## src/rtl/wb_write_arbiter.sv

```systemverilog
// wb_write_arbiter: shares the register-file write port between write-back and a 2-deep debug FIFO.
// Optional WB_ARB_R0_GUARD_EN suppresses the write enable for destination register 0.
module wb_write_arbiter #(
    parameter int LEN = 32,
    parameter int NB_ADDRESS_REGISTROS = 5,
    parameter int MAX_WAIT = 4
) (
    input  logic                            i_clk,
    input  logic                            i_reset,
    input  logic [LEN-1:0]                  i_wb_write_data,
    input  logic [NB_ADDRESS_REGISTROS-1:0] i_wb_write_reg,
    input  logic                            i_wb_RegWrite,
    input  logic                            i_dbg_valid,
    input  logic [LEN-1:0]                  i_dbg_data,
    input  logic [NB_ADDRESS_REGISTROS-1:0] i_dbg_reg,
    output logic                            o_dbg_ready,
    output logic [LEN-1:0]                  o_write_data,
    output logic [NB_ADDRESS_REGISTROS-1:0] o_write_reg,
    output logic                            o_RegWrite,
    output logic                            o_stall
);
    typedef enum logic [1:0] {IDLE, PEND, FORCE} state_t;

    localparam logic [3:0] MAX_W = 4'(MAX_WAIT);

    state_t                          state, state_next;
    logic [LEN-1:0]                  fifo_data [2];
    logic [NB_ADDRESS_REGISTROS-1:0] fifo_reg  [2];
    logic [1:0]                      count, count_next;
    logic [3:0]                      wait_cnt, wait_next;
    logic                            push, pop, grant_wb, grant, reg_we;
    logic [LEN-1:0]                  grant_data;
    logic [NB_ADDRESS_REGISTROS-1:0] grant_reg;

    assign o_dbg_ready = count != 2'd2;
    assign push        = i_dbg_valid && o_dbg_ready;

    always_comb begin
        pop        = state != IDLE && (state == FORCE || !i_wb_RegWrite);
        grant_wb   = state != FORCE && i_wb_RegWrite;
        grant      = pop || grant_wb;
        grant_data = pop ? fifo_data[0] : i_wb_write_data;
        grant_reg  = pop ? fifo_reg[0] : i_wb_write_reg;
        count_next = count + {1'b0, push} - {1'b0, pop};
        wait_next  = pop ? 4'd0 : (grant_wb && state != IDLE) ? wait_cnt + 4'd1 : wait_cnt;
        // an entry pushed while the last one pops keeps the FSM out of IDLE
        state_next = count_next == 2'd0 ? IDLE : wait_next >= MAX_W ? FORCE : PEND;
    end

`ifdef WB_ARB_R0_GUARD_EN
    assign reg_we = grant && grant_reg != '0;
`else
    assign reg_we = grant;
`endif

    always_ff @(posedge i_clk or negedge i_reset) begin
        if (!i_reset) begin
            state        <= IDLE;
            count        <= 2'd0;
            wait_cnt     <= 4'd0;
            o_write_data <= '0;
            o_write_reg  <= '0;
            o_RegWrite   <= 1'b0;
            o_stall      <= 1'b0;
        end else begin
            state      <= state_next;
            count      <= count_next;
            wait_cnt   <= wait_next;
            o_RegWrite <= reg_we;
            o_stall    <= state_next == FORCE;
            if (grant) begin
                o_write_data <= grant_data;
                o_write_reg  <= grant_reg;
            end
        end
    end

    // storage needs no reset: clearing count discards every entry
    always_ff @(posedge i_clk) begin
        if (pop) begin
            fifo_data[0] <= fifo_data[1];
            fifo_reg[0]  <= fifo_reg[1];
        end
        if (push) begin
            if (count == 2'd1 && !pop) begin
                fifo_data[1] <= i_dbg_data;
                fifo_reg[1]  <= i_dbg_reg;
            end else begin
                fifo_data[0] <= i_dbg_data;
                fifo_reg[0]  <= i_dbg_reg;
            end
        end
    end
endmodule

```

## config.mk

```make
export PLATFORM = sky130hd
export DESIGN_NAME = wb_write_arbiter
export DESIGN_NICKNAME = d
export VERILOG_FILES = /design/src/rtl/wb_write_arbiter.sv
export SDC_FILE = /design/constraint.sdc
export NUM_CORES = 1
export LEC_CHECK = 0
export BUFFER_PORTS_ARGS = -buffer_cell sky130_fd_sc_hd__buf_2
export CAP_MARGIN = 20
export CORE_ASPECT_RATIO = 1.75
export CORE_MARGIN = 2
export CORE_UTILIZATION = 49
export CTS_CLUSTER_SIZE = 14
export DETAILED_ROUTE_END_ITERATION = 12
export PLACE_DENSITY_LB_ADDON = 0.08
export SLEW_MARGIN = 20
export SYNTH_ARGS = -nofsm -noshare
export SYNTH_HDL_FRONTEND = slang
export SYNTH_SLANG_ARGS = --single-unit
```

## constraint.sdc

```tcl
create_clock -name i_clk -period 7.45 [get_ports i_clk]
set_clock_uncertainty 0.2 [all_clocks]
set_input_delay 0 -clock i_clk [delete_from_list [all_inputs] [get_ports i_clk]]
set_output_delay 0 -clock i_clk [all_outputs]
set_load 0.05 [all_outputs]
```

Yosys cells after proc, flatten, opt, wreduce, memory -nomap -nowiden
Memory sizes are Yosys's and may differ from the RTL's.
Cells that the tools add are included.
W data, S select, Z words.
{ "classes": {"addsub": 3, "mul": 0, "n_div": 0, "order_cmp": 1, "n_eq_ne": 5, "shifts": 0, "n_mux": 22, "bitwise": 2, "reduce_logical": 13} }
{ "ops": {"columns": ["op", "n"], "rows": [
  ["$mux W32", 3],
  ["$reduce_or A32 Y1", 1],
  ["$mux W5", 3],
  ["$mux W1", 12],
  ["$mux W4", 2],
  ["$logic_and A1 B1 Y1", 5],
  ["$reduce_or A5 Y1", 1],
  ["$add A4 B1 Y4 const B", 1],
  ["$eq A2 B2 Y1 const B", 2],
  ["$ge A4 B3 Y1 const B", 1],
  ["$mux W2", 2],
  ["$ne A2 B2 Y1 const B", 2],
  ["$add A2 B1 Y2", 1],
  ["$eq A2 B1 Y1 const B", 1],
  ["$logic_not A1 Y1", 2],
  ["$logic_not A2 Y1", 1],
  ["$logic_or A1 B1 Y1", 2],
  ["$or A1 B1 Y1", 2],
  ["$reduce_bool A2 Y1", 1],
  ["$sub A2 B1 Y2", 1]
]} }
{ "word_totals": {"regBits": 47, "latchBits": 0, "mem_bits_rw": 74, "rom_bits": 0, "inputBits": 78, "output_inout_bits": 40, "word_cells": 55, "n_memories": 2} }
{ "memory_table": {"columns": ["name", "depth", "word_bits", "rd", "rd_clocked_by_memory_dff", "wr", "line", "source"], "rows": [
  ["fifo_data", 2, 32, 2, 0, 1, "27", "logic [LEN-1:0] fifo_data [2];"],
  ["fifo_reg", 2, 5, 2, 0, 1, "28", "logic [NB_ADDRESS_REGISTROS-1:0] fifo_reg [2];"]
]} }

Logic depth before layout (Yosys ltp)
Gate-level depths: netlist (run 1).
{ "logic_depth": {"word_depth": 10, "mapped_depth": 7, "depth_no_buf": 6} }

Worst setup path before layout (run 1)
Ideal clock, no wire load.
{ "synth_timing": {"kind": "reg2reg", "startpoint": "register count[0]", "endpoint": "memory fifo_data[0][0], enable pin", "setup_ns": 0.393, "arrival_time_ns": 2.327, "t_required_ns": 6.857, "path_slack_ns": 4.530, "stages_incl_launch_ff": 7, "n_path_buf": 2, "period_less_slack_ns": 2.920, "path_cell_list": "dfrtp_1 -> nand2b_1 -> nand2_1 -> a31oi_1 -> buf_6 -> buf_6 -> a21o_1"} }
{ "synth_between": {"elab_cells_between_ends": 14, "cone_classes": "eq/ne (2); mux (8); bitwise (1); reduce/logical (3)"} }
{ "synth_rtl": {"columns": ["element", "line", "source"], "rows": [
  ["from (decl)", "29", "logic [1:0] count, count_next;"],
  ["from (signal assigned)", "67", "count <= count_next;"],
  ["$ne A2 B2 Y1 *", "35", "assign o_dbg_ready = count != 2'd2;"],
  ["named net o_dbg_ready", "16", "output logic o_dbg_ready,"],
  ["$logic_and A1 B1 Y1 *", "36", "assign push = i_dbg_valid && o_dbg_ready;"],
  ["$mux W1", "84", "if (push) begin"],
  ["$mux W1 (on tied branches)", "86, 89", null],
  ["$reduce_or A32 Y1 (no source line) or $or A1 B1 Y1 (tied branches)", null, null],
  ["$mux W1 (no source line)", null, null],
  ["to (decl)", "27", null]
]} }
Mark *: on every way through the listed nets, which the timed path passes. The rest lies on a longest branch.

Worst setup path after layout (run 1)
{ "layout_timing": {"startpoint": "register state[0]", "endpoint": "memory fifo_reg[0][1], enable pin"} }
{ "layout_between": {"elab_chain_cells": 10, "elab_cells_between_ends": 18, "cone_classes": "eq/ne (1); mux (10); bitwise (1); reduce/logical (6)"} }
{ "layout_rtl": {"columns": ["element", "line", "source"], "rows": [
  ["from (decl)", "26", "state_t state, state_next;"],
  ["from (signal assigned)", "66", "state <= state_next;"],
  ["$eq A2 B2 Y1", "39", "pop = state != IDLE && (state == FORCE || !i_wb_RegWrite);"],
  ["$logic_or A1 B1 Y1", "39", null],
  ["$logic_and A1 B1 Y1 *", "39", null],
  ["$logic_not A1 Y1", "85", "if (count == 2'd1 && !pop) begin"],
  ["$logic_and A1 B1 Y1", "85", null],
  ["$mux W1", "85", null],
  ["$mux W1", "84", null],
  ["$mux W1 (on tied branches)", "87, 90", null],
  ["$reduce_or A5 Y1 (no source line) or $or A1 B1 Y1 (tied branches)", null, null],
  ["$mux W1 (no source line)", null, null],
  ["to (decl)", "28", null]
]} }
Mark *: on every way between the ends. The rest lies on a longest branch, timed or not.

==> results of run 1 <==
-- path summary, 6_finish.rpt --
kind	start	to	slack [ns]	cells past startpoint
setup / recovery	state[0]	fifo_reg[0][1]	4.02	5
hold / removal	i_reset	wait_cnt[3]	0.03	3
setup reg to reg	state[0]	fifo_reg[0][1]	4.02	5
hold reg to reg	fifo_data[0][2]	o_write_data[2]	0.31	2
max in group asynchronous	i_reset	state[0]	6.56	3
min in group i_clk	i_dbg_data[5]	fifo_data[1][5]	0.12	2
-- cell families (layout without fill, tap and decap cells) --
kind of cell             after synthesis  after routing
buffers and inverters                 31            231
adder cells (fa/ha/maj)                2              2
flip-flops                           120            120
AO/OA/AOI/OAI                        124            124
AND/OR/NAND/NOR                       22             22
multiplexers                          74             74
XOR/XNOR                               1              1
-- worst max-delay path: stages, from the launching register on --
cell	delay [ns]
sky130_fd_sc_hd__dfrtp_2	0.96
sky130_fd_sc_hd__or2_4	0.28
sky130_fd_sc_hd__nand2_4	0.08
sky130_fd_sc_hd__a31oi_4	0.19
sky130_fd_sc_hd__buf_4	0.52
sky130_fd_sc_hd__a21o_2	0.78
-- final cells by class --
class,instances,area [µm²],area share
flip-flops and latches,120,3374,0.4542
multi-input cells,223,1942,0.2614
repair buffers,197,1376,0.1852
clock buffers,19,432.9,0.05827
well taps,132,165.2,0.02223
clock inverters,13,131.4,0.01768
inverters,2,7.507,0.001010
-- what timing repair did --
item,CTS,global route
hold endpoints to repair,161,0
setup buffers,0,0
hold buffers,76,0
-- report_power, final --
part           internal, mW  switching, mW  leakage [nW]
sequential             1.01          0.163          1.24
combinational         0.368          0.700          1.50
clock                 0.489          0.292         0.266
total                  1.86           1.16          3.01
-- per-stage QoR --
stage / setup slack, ns / cells / hold slack (ns) / cell area, µm²
finish: 4.020 / 706 / 0.03391 / 7430
global route: 3.762 / 706 / 0.09496 / 7430
CTS: 3.940 / 706 / 0.05078 / 7430
floorplan: 4.530 / 374 / -0.4956 / 5454
detailed placement: 3.988 / 598 / -0.04981 / 6105
global placement: 4.077 / 598 / -0.05359 / 6105
-- cell usage in the layout (no fill, tap or decap), types with 2 or more instances in the layout --
| cell type | netlist | routed |
|---|---|---|
| sky130_fd_sc_hd__mux2_2 | 55 | 55 |
| sky130_fd_sc_hd__a22oi_1 | 74 | 74 |
| sky130_fd_sc_hd__clkinv_2 | 0 | 4 |
| sky130_fd_sc_hd__mux2_4 | 19 | 19 |
| sky130_fd_sc_hd__buf_4 | 0 | 4 |
| sky130_fd_sc_hd__ha_1 | 2 | 2 |
| sky130_fd_sc_hd__bufinv_16 | 0 | 2 |
| sky130_fd_sc_hd__clkinv_4 | 0 | 2 |
| sky130_fd_sc_hd__nand2_1 | 5 | 5 |
| sky130_fd_sc_hd__edfxtp_1 | 74 | 74 |
| sky130_fd_sc_hd__o21ai_1 | 3 | 3 |
| sky130_fd_sc_hd__nor2_1 | 2 | 2 |
| sky130_fd_sc_hd__nand3_1 | 3 | 3 |
| sky130_fd_sc_hd__clkbuf_16 | 0 | 17 |
| sky130_fd_sc_hd__buf_2 | 12 | 117 |
| sky130_fd_sc_hd__nand2b_1 | 2 | 2 |
| sky130_fd_sc_hd__clkbuf_1 | 10 | 2 |
| sky130_fd_sc_hd__o21ai_0 | 36 | 36 |
| sky130_fd_sc_hd__clkinvlp_4 | 0 | 4 |
| sky130_fd_sc_hd__inv_1 | 2 | 2 |
| sky130_fd_sc_hd__dlygate4sd3_1 | 0 | 76 |
| sky130_fd_sc_hd__dfrtp_1 | 46 | 45 |
-- layer usage --
layer,vias up,track usage,part of all wire
li1,1860,-,-
met5,-,0,0
met4,0,0.07895,0.013
met2,111,0.3680,0.53
met3,15,0.04825,0.043
met1,1900,0.2439,0.42
==> impl.org, run 1 <==
** Status
- The flow ran to the end, and the final reports show no timing, DRC or antenna violations.

** Synthesis
- Number of synthesized flops with an enable pin :: 74
- Largest family of logic cells by synthesized area :: multiplexers
- Multiplexer fraction of the synthesized cell area :: 0.1659
- Of the total synthesized cell area, the portion taken by AND, OR, NAND and NOR gates is 0.02501.
- Dominant cell type by area after synthesis :: sky130_fd_sc_hd__edfxtp_1
- Yosys top cell area share :: 0.4074
- Number of library cell types mapped by synthesis :: 37
- The commonest cells after synthesis are 74 x sky130_fd_sc_hd__a22oi_1, 74 x sky130_fd_sc_hd__edfxtp_1, 55 x sky130_fd_sc_hd__mux2_2.
- Xor/xnor cell area share of the yosys netlist :: 0.001606
- Mapped Nets :: 454
- Adder-cell share of the synthesized area :: 0.004588
- Seq/Total Area, Yosys :: 0.6185
- Count of state elements after synthesis :: 120
- By area the synthesized netlist is led by sky130_fd_sc_hd__edfxtp_1 41%, sky130_fd_sc_hd__dfrtp_1 21%, sky130_fd_sc_hd__mux2_2 11%.
- During synthesis, Yosys emitted a total of 0 warnings.
- Among all flip-flop cells after synthesis, the most frequent one is sky130_fd_sc_hd__edfxtp_1.
- Gate count of the mapped netlist :: 374
- Each instance of the synthesized netlist takes up on average 14.58 µm².
- Post-synthesis cell area :: 0.005454 mm²
- Share of async-settable or async-resettable flops after synthesis :: 0.3833
- Post-synthesis compound-gate area fraction :: 0.1535

** STA
- Setup violations remaining at the end of the flow were counted as 0.
- Setup repair after global routing left no endpoint under its margin.
- In this run the tightest slew margin relative to its limit is 0.3729.
- Dividing the final minimum period by the clock period gives 0.4604.
- Final hold vios :: 0
- F_max :: 0.2915 GHz
- The number of max-slew violations in the final report came to 0.
- Setup total negative slack on the finished layout was measured at 0 ns.
- Worst Tran Pin Value :: 0.9385 ns
- Counting I/O delays and the setup requirement, the final critical path takes 3.430 ns.

** Global routing
- The initial antenna violation count is 0.
- Total GRT Usage :: 0.2074
- Via count of the first global-routing pass :: 3936
- Entering global routing, the biggest net connects 80 pins.
- Final global-route overflow total :: 0
- First-pass GRT wire length :: 19510 µm

** Critical path
- The critical path is of the flip-flop to flip-flop type.
- Worst setup SP type :: flip-flop
- Nature of the critical path endpoint :: flip-flop
- Of all nets on the critical path, the largest fanout is 45.
- Arrival time reported for the critical path endpoint :: 3.26 ns
- Worst Path Required :: 7.28 ns

** Final layout
- The number of antenna diodes in the final layout is 0.
- Flip-flop count of the largest register, all copies and words added :: 64
- Final net count :: 641
- Number of filler instances in the final layout :: 789
- Compared with the post-synthesis result, the final layout area differs by 36.22%.
- In the final layout, the share of cells above drive strength 1 is 0.4094.
- Utilization after layout :: 0.6769

** Routing
- For this run, design rule violations remaining after detail routing come to 0.
- Total detailed-routing wirelength :: 12170 µm
- After the first detailed-routing iteration, the DRC count stood at 174.
- Mean routed wirelength per cell :: 17.23 µm
- Total number of vias :: 3886
- Routed Antenna Nets :: 0
- The first detailed-routing pass took 4 iterations.
- Dividing the detail-routed via count by the number of cells gives 5.504.

** Clocking
- Clock edge transition at the registers on the reported setup and hold paths :: 0.05 ns
- Clock tree synthesis selected as its root buffer the cell sky130_fd_sc_hd__clkbuf_16.
- The clock passes through at most 2 buffers.
- The H-tree generated during clock tree synthesis spans 4 levels.
- Inserted Clock Buffers :: 17
- TritonCTS built the clock tree.
- In this run, post-CTS repair resized a total of 0 instances.
- For the worst-skew pair, the clock arrives at the later sink with an insertion delay of 0.41 ns.
- Clock sinks :: 120

** Placement
- The count of buffers added on input and output ports is 117.
- Detailed placement ended at an HPWL of 7138 µm.
- Routability-driven placement congestion ratio :: 0.7613

** Floorplan
- The floorplan has 51 rows.
- During I/O placement, the number of pins put on the boundary was 118.
- Floorplan die height :: 143.6 µm
- The initial utilization of the core area, before any placement, comes to 0.4969.
- The floorplan step set the die width to 83.75 µm.
- The floorplan step defined a die boundary enclosing 0.01202 mm².
- The region available for standard cell placement spans 0.01098 mm².

** Power and ir drop
- Pwr Density :: 406.5 mW/mm²
- Maximum resistive drop on vdd :: 0.0002396 V
- Power comes to 3.020 mW.
- Pleak :: 3.010 nW

** Flow run
- Number of max-cap violations :: 0

** Hold path
- Hold Path Class :: input port to asynchronous set/reset pin
No activity file was read; power rests on OpenSTA's default activity.
==> run 2, diff against run 1 <==
Settings changed: ABC_AREA set to 1.
Clock period 7.45 ns to 3.3 ns, I/O delays scaled along.
==> run 2 against run 1 <==
Register-to-register slack got worse by 3.0 ns. Critical endpoint is now fifo_data[1][22]. Critical path type unchanged. Sequential share of layout area rose by 2.2 points. Global-route usage is 3.2 points higher.
==> impl.org, run 2 <==
** Status
- The flow ran to the end, and the final reports show no timing, DRC or antenna violations.

** Critical path
- Arrival time reported for the critical path endpoint :: 2.17 ns
- By startpoint and endpoint, the worst setup path is classified as flip-flop to flip-flop.
- Nature of the critical path endpoint :: flip-flop
- For flop-to-flop paths, the worst setup slack is 0.98 ns.
- Largest driver fanout on the critical path :: 38
- Cell count of the worst reg-to-reg path :: 8
- Reg-to-reg startpoint :: state[0]
- Worst setup SP type :: flip-flop
- In this run the critical register-to-register path is captured at fifo_data[1][22].
- Worst Path Required :: 3.14 ns

** Floorplan
- The initial utilization of the core area, before any placement, comes to 0.5025.
- Boundary Pins :: 118
- Standard-cell rows :: 48
- Width of the die :: 79.98 µm
- The floorplan step set the die height to 137.0 µm.
- The core region is 0.009849 mm².
- Floorplan die area :: 0.01095 mm²

** STA
- Worst relative slew slack :: 0.4916
- Dividing the final minimum period by the clock period gives 0.7039.
- Minimum clock period after layout :: 2.323 ns
- For the pin with the worst max-slew slack, the measured transition is 0.7601 ns.
- F_max :: 0.4305 GHz
- Setup repair after global routing left no endpoint under its margin.
- Setup violations remaining at the end of the flow were counted as 0.
- Setup total negative slack :: 0 ns
- The number of endpoints with negative hold slack in the final report was 0.
- Slew Viols, Final :: 0

** Placement
- Dpl hpwl :: 7712 µm
- Total of buffers placed on input and output ports :: 117
- Routability-driven placement congestion ratio :: 0.8321

** Final layout
- Antenna cells :: 0
- Leaving out fill and tap cells, the most frequent cells in the layout are 154 x sky130_fd_sc_hd__nand3_1, 134 x sky130_fd_sc_hd__nand2_1, 117 x sky130_fd_sc_hd__buf_2, 78 x sky130_fd_sc_hd__dlygate4sd3_1, 74 x sky130_fd_sc_hd__edfxtp_1.
- Share of layout cells above drive strength 1 :: 0.2441
- Summing all multi-input logic gate instances after layout gives 0.001374 mm².
- Flip-flop count of the largest register, all copies and words added :: 64
- Number of filler instances in the final layout :: 747
- Layout-stage area growth over the synthesis result :: 43.00%
- Leading cell type in the layout, fill and taps excluded :: sky130_fd_sc_hd__nand3_1
- Final net count :: 743
- At the end of the flow the core is filled with cells to 0.7186.
- Flip-flop and latch area :: 0.003373 mm²

** Synthesis
- Adder-cell share of the synthesized area :: 0.005056
- Post-synthesis cell area :: 0.004950 mm²
- Seq/Total Area, Yosys :: 0.6815
- Top area cells in the synthesized netlist :: sky130_fd_sc_hd__edfxtp_1 45%, sky130_fd_sc_hd__dfrtp_1 23%, sky130_fd_sc_hd__nand3_1 16%
- Ranked by instance count, the synthesized netlist is headed by 154 x sky130_fd_sc_hd__nand3_1, 134 x sky130_fd_sc_hd__nand2_1, 74 x sky130_fd_sc_hd__edfxtp_1.
- Largest family of logic cells by synthesized area :: simple AND/OR/NAND/NOR gates
- In the synthesized netlist the async set-or-reset flop fraction comes to 0.3833.
- The share of synthesized area in the top cell type comes to 0.4489.
- After technology mapping, the gate count stands at 470.
- Dividing the synthesized area by the synthesized cell count gives 10.53 µm².
- The biggest area contributor in the post-synthesis netlist is sky130_fd_sc_hd__edfxtp_1.
- Of the post-synthesis cell area, the part taken by muxes is 0.
- In the synthesized netlist the dominant register cell turns out to be sky130_fd_sc_hd__edfxtp_1.
- The post-synthesis compound-gate area fraction was 0.003033.
- Most frequent cell after synthesis :: sky130_fd_sc_hd__nand3_1
- Mapped Nets :: 550
- The synthesized netlist contains 18 unique library cells.
- Number of warnings printed during yosys synthesis :: 0
- Count of state elements after synthesis :: 120
- Of the total synthesized cell area, the portion taken by AND, OR, NAND and NOR gates is 0.2674.
- Xor/xnor cell area share of the yosys netlist :: 0
- The synthesized design contains 74 enable-type register cells.

** Clocking
- The clock reaches the later pin of the worst-skew pair after 0.41 ns.
- TritonCTS clock tree :: built
- Worst-case clock buffer depth :: 2
- Clock edge transition at the registers on the reported setup and hold paths :: 0.06 ns
- The tree is rooted in a sky130_fd_sc_hd__clkbuf_16.
- Post-CTS Setup Repair Bufs :: 0
- In this run, post-CTS hold repair placed 78 buffers.
- Clock sinks :: 120
- The H-tree was split into 4 levels.
- TritonCTS created 17 clock buffers.
- The number of gates resized after CTS was 0.

** Routing
- For this block, the initial DRC count from the detailed router was 154.
- Using the TritonRoute via totals, the vias-per-cell ratio works out to 5.213.
- In this run the remaining antenna-violating nets after routing total 0.
- Across all layers, the routed design uses 4176 vias.
- Mean routed wirelength per cell :: 15.35 µm
- After detailed routing, the number of remaining DRC violations is 0.
- Detailed-routing iteration count for the pre-antenna-repair pass :: 4
- Total detailed-routing wirelength :: 12300 µm

** Hold path
- Hold Path Class :: input port to asynchronous set/reset pin

** Global routing
- The initial antenna violation count came to 0.
- Via count of the first global-routing pass :: 4169
- Final global-route overflow total :: 0
- The first global-routing pass estimated 19790 µm of wire.
- In the global route stage, overall resource usage came out at 0.2389.
- Pin count of the biggest net entering global routing :: 41

** Flow run
- Number of max-cap violations :: 0

** Power and ir drop
- VDD sags by at most 0.0006341 V.
- Power spread over the standard cell area amounts to 957.9 mW/mm².
- For this design the static power due to leakage is 3.280 nW.
==> run 2: cell types whose count changed after synthesis, sizes merged, moves of 2 or more <==
cell and delta:
a31oi -2, a22oi -74, nand2 +129, nor2 +4, mux2 -74, o21ai -38, a21o -2, nand2b -2
clkbuf +4, nand3 +152, inv +13
==> run 2: worst max path at each step <==
stage               startpoint               end
global route          state[0]          state[0]
finish                state[0]  fifo_data[1][22]
global placement      state[0]  fifo_data[1][19]
detailed placement    state[0]  fifo_data[1][21]
CTS                   state[0]  fifo_data[1][21]
floorplan             count[0]   fifo_data[0][0]
==> run 2: metal layers <==
metal  vias to the layer above  global-route usage  wire length (µm)
met2                       168              0.3991              6448
met1                      1980              0.2944              4966
met4                         0              0.1026               191
met5                         -                   0                 0
met3                        15             0.05607               693
li1                       2013                   -                 -
==> run 2: per-stage QoR <==
stage          instances  hold slack, ns  total power, mW  cell area [µm²]  setup slack [ns]
2_1_floorplan        470         -0.4956            4.077             4952            0.4875
3_3_place_gp         691         -0.2624            4.623             5640             1.048
3_5_place_dp         691         -0.2588            4.680             5640            0.9753
4_1_cts              801        0.008847            6.819             7078            0.9707
5_1_grt              801         0.04666            7.112             7078            0.8237
6_report             801         0.01176            6.780             7078            0.9772
==> run 2: cell type report <==
class                      count  area share
sequential                   120      0.4766
timing repair buffer         206      0.2065
multi-input combinational    303      0.1941
clock buffer                  17     0.06010
clock inverter                15     0.03270
tap                          125     0.02210
inverter                      15    0.007955
==> run 2: logic make-up (layout without fill, tap and decap cells) <==
group | after synthesis | after routing
AND/OR/NAND/NOR | 298 | 298
flip-flops | 120 | 120
buffers and inverters | 47 | 253
AO/OA/AOI/OAI | 3 | 3
adder cells (fa/ha/maj) | 2 | 2
==> run 2: critical path, cell delays in order (launching register included) <==
cell	delay (ns)
sky130_fd_sc_hd__dfrtp_1	0.43
sky130_fd_sc_hd__inv_2	0.06
sky130_fd_sc_hd__nand2_1	0.09
sky130_fd_sc_hd__nand2_2	0.06
sky130_fd_sc_hd__inv_2	0.18
sky130_fd_sc_hd__nand3_2	0.10
sky130_fd_sc_hd__buf_4	0.28
sky130_fd_sc_hd__nor2_4	0.11
sky130_fd_sc_hd__buf_4	0.43
==> run 2: power by group <==
| part | total [mW] | switching (mW) | internal, mW |
|---|---|---|---|
| sequential | 2.45 | 0.221 | 2.23 |
| combinational | 2.29 | 1.71 | 0.578 |
| clock | 2.04 | 0.641 | 1.40 |
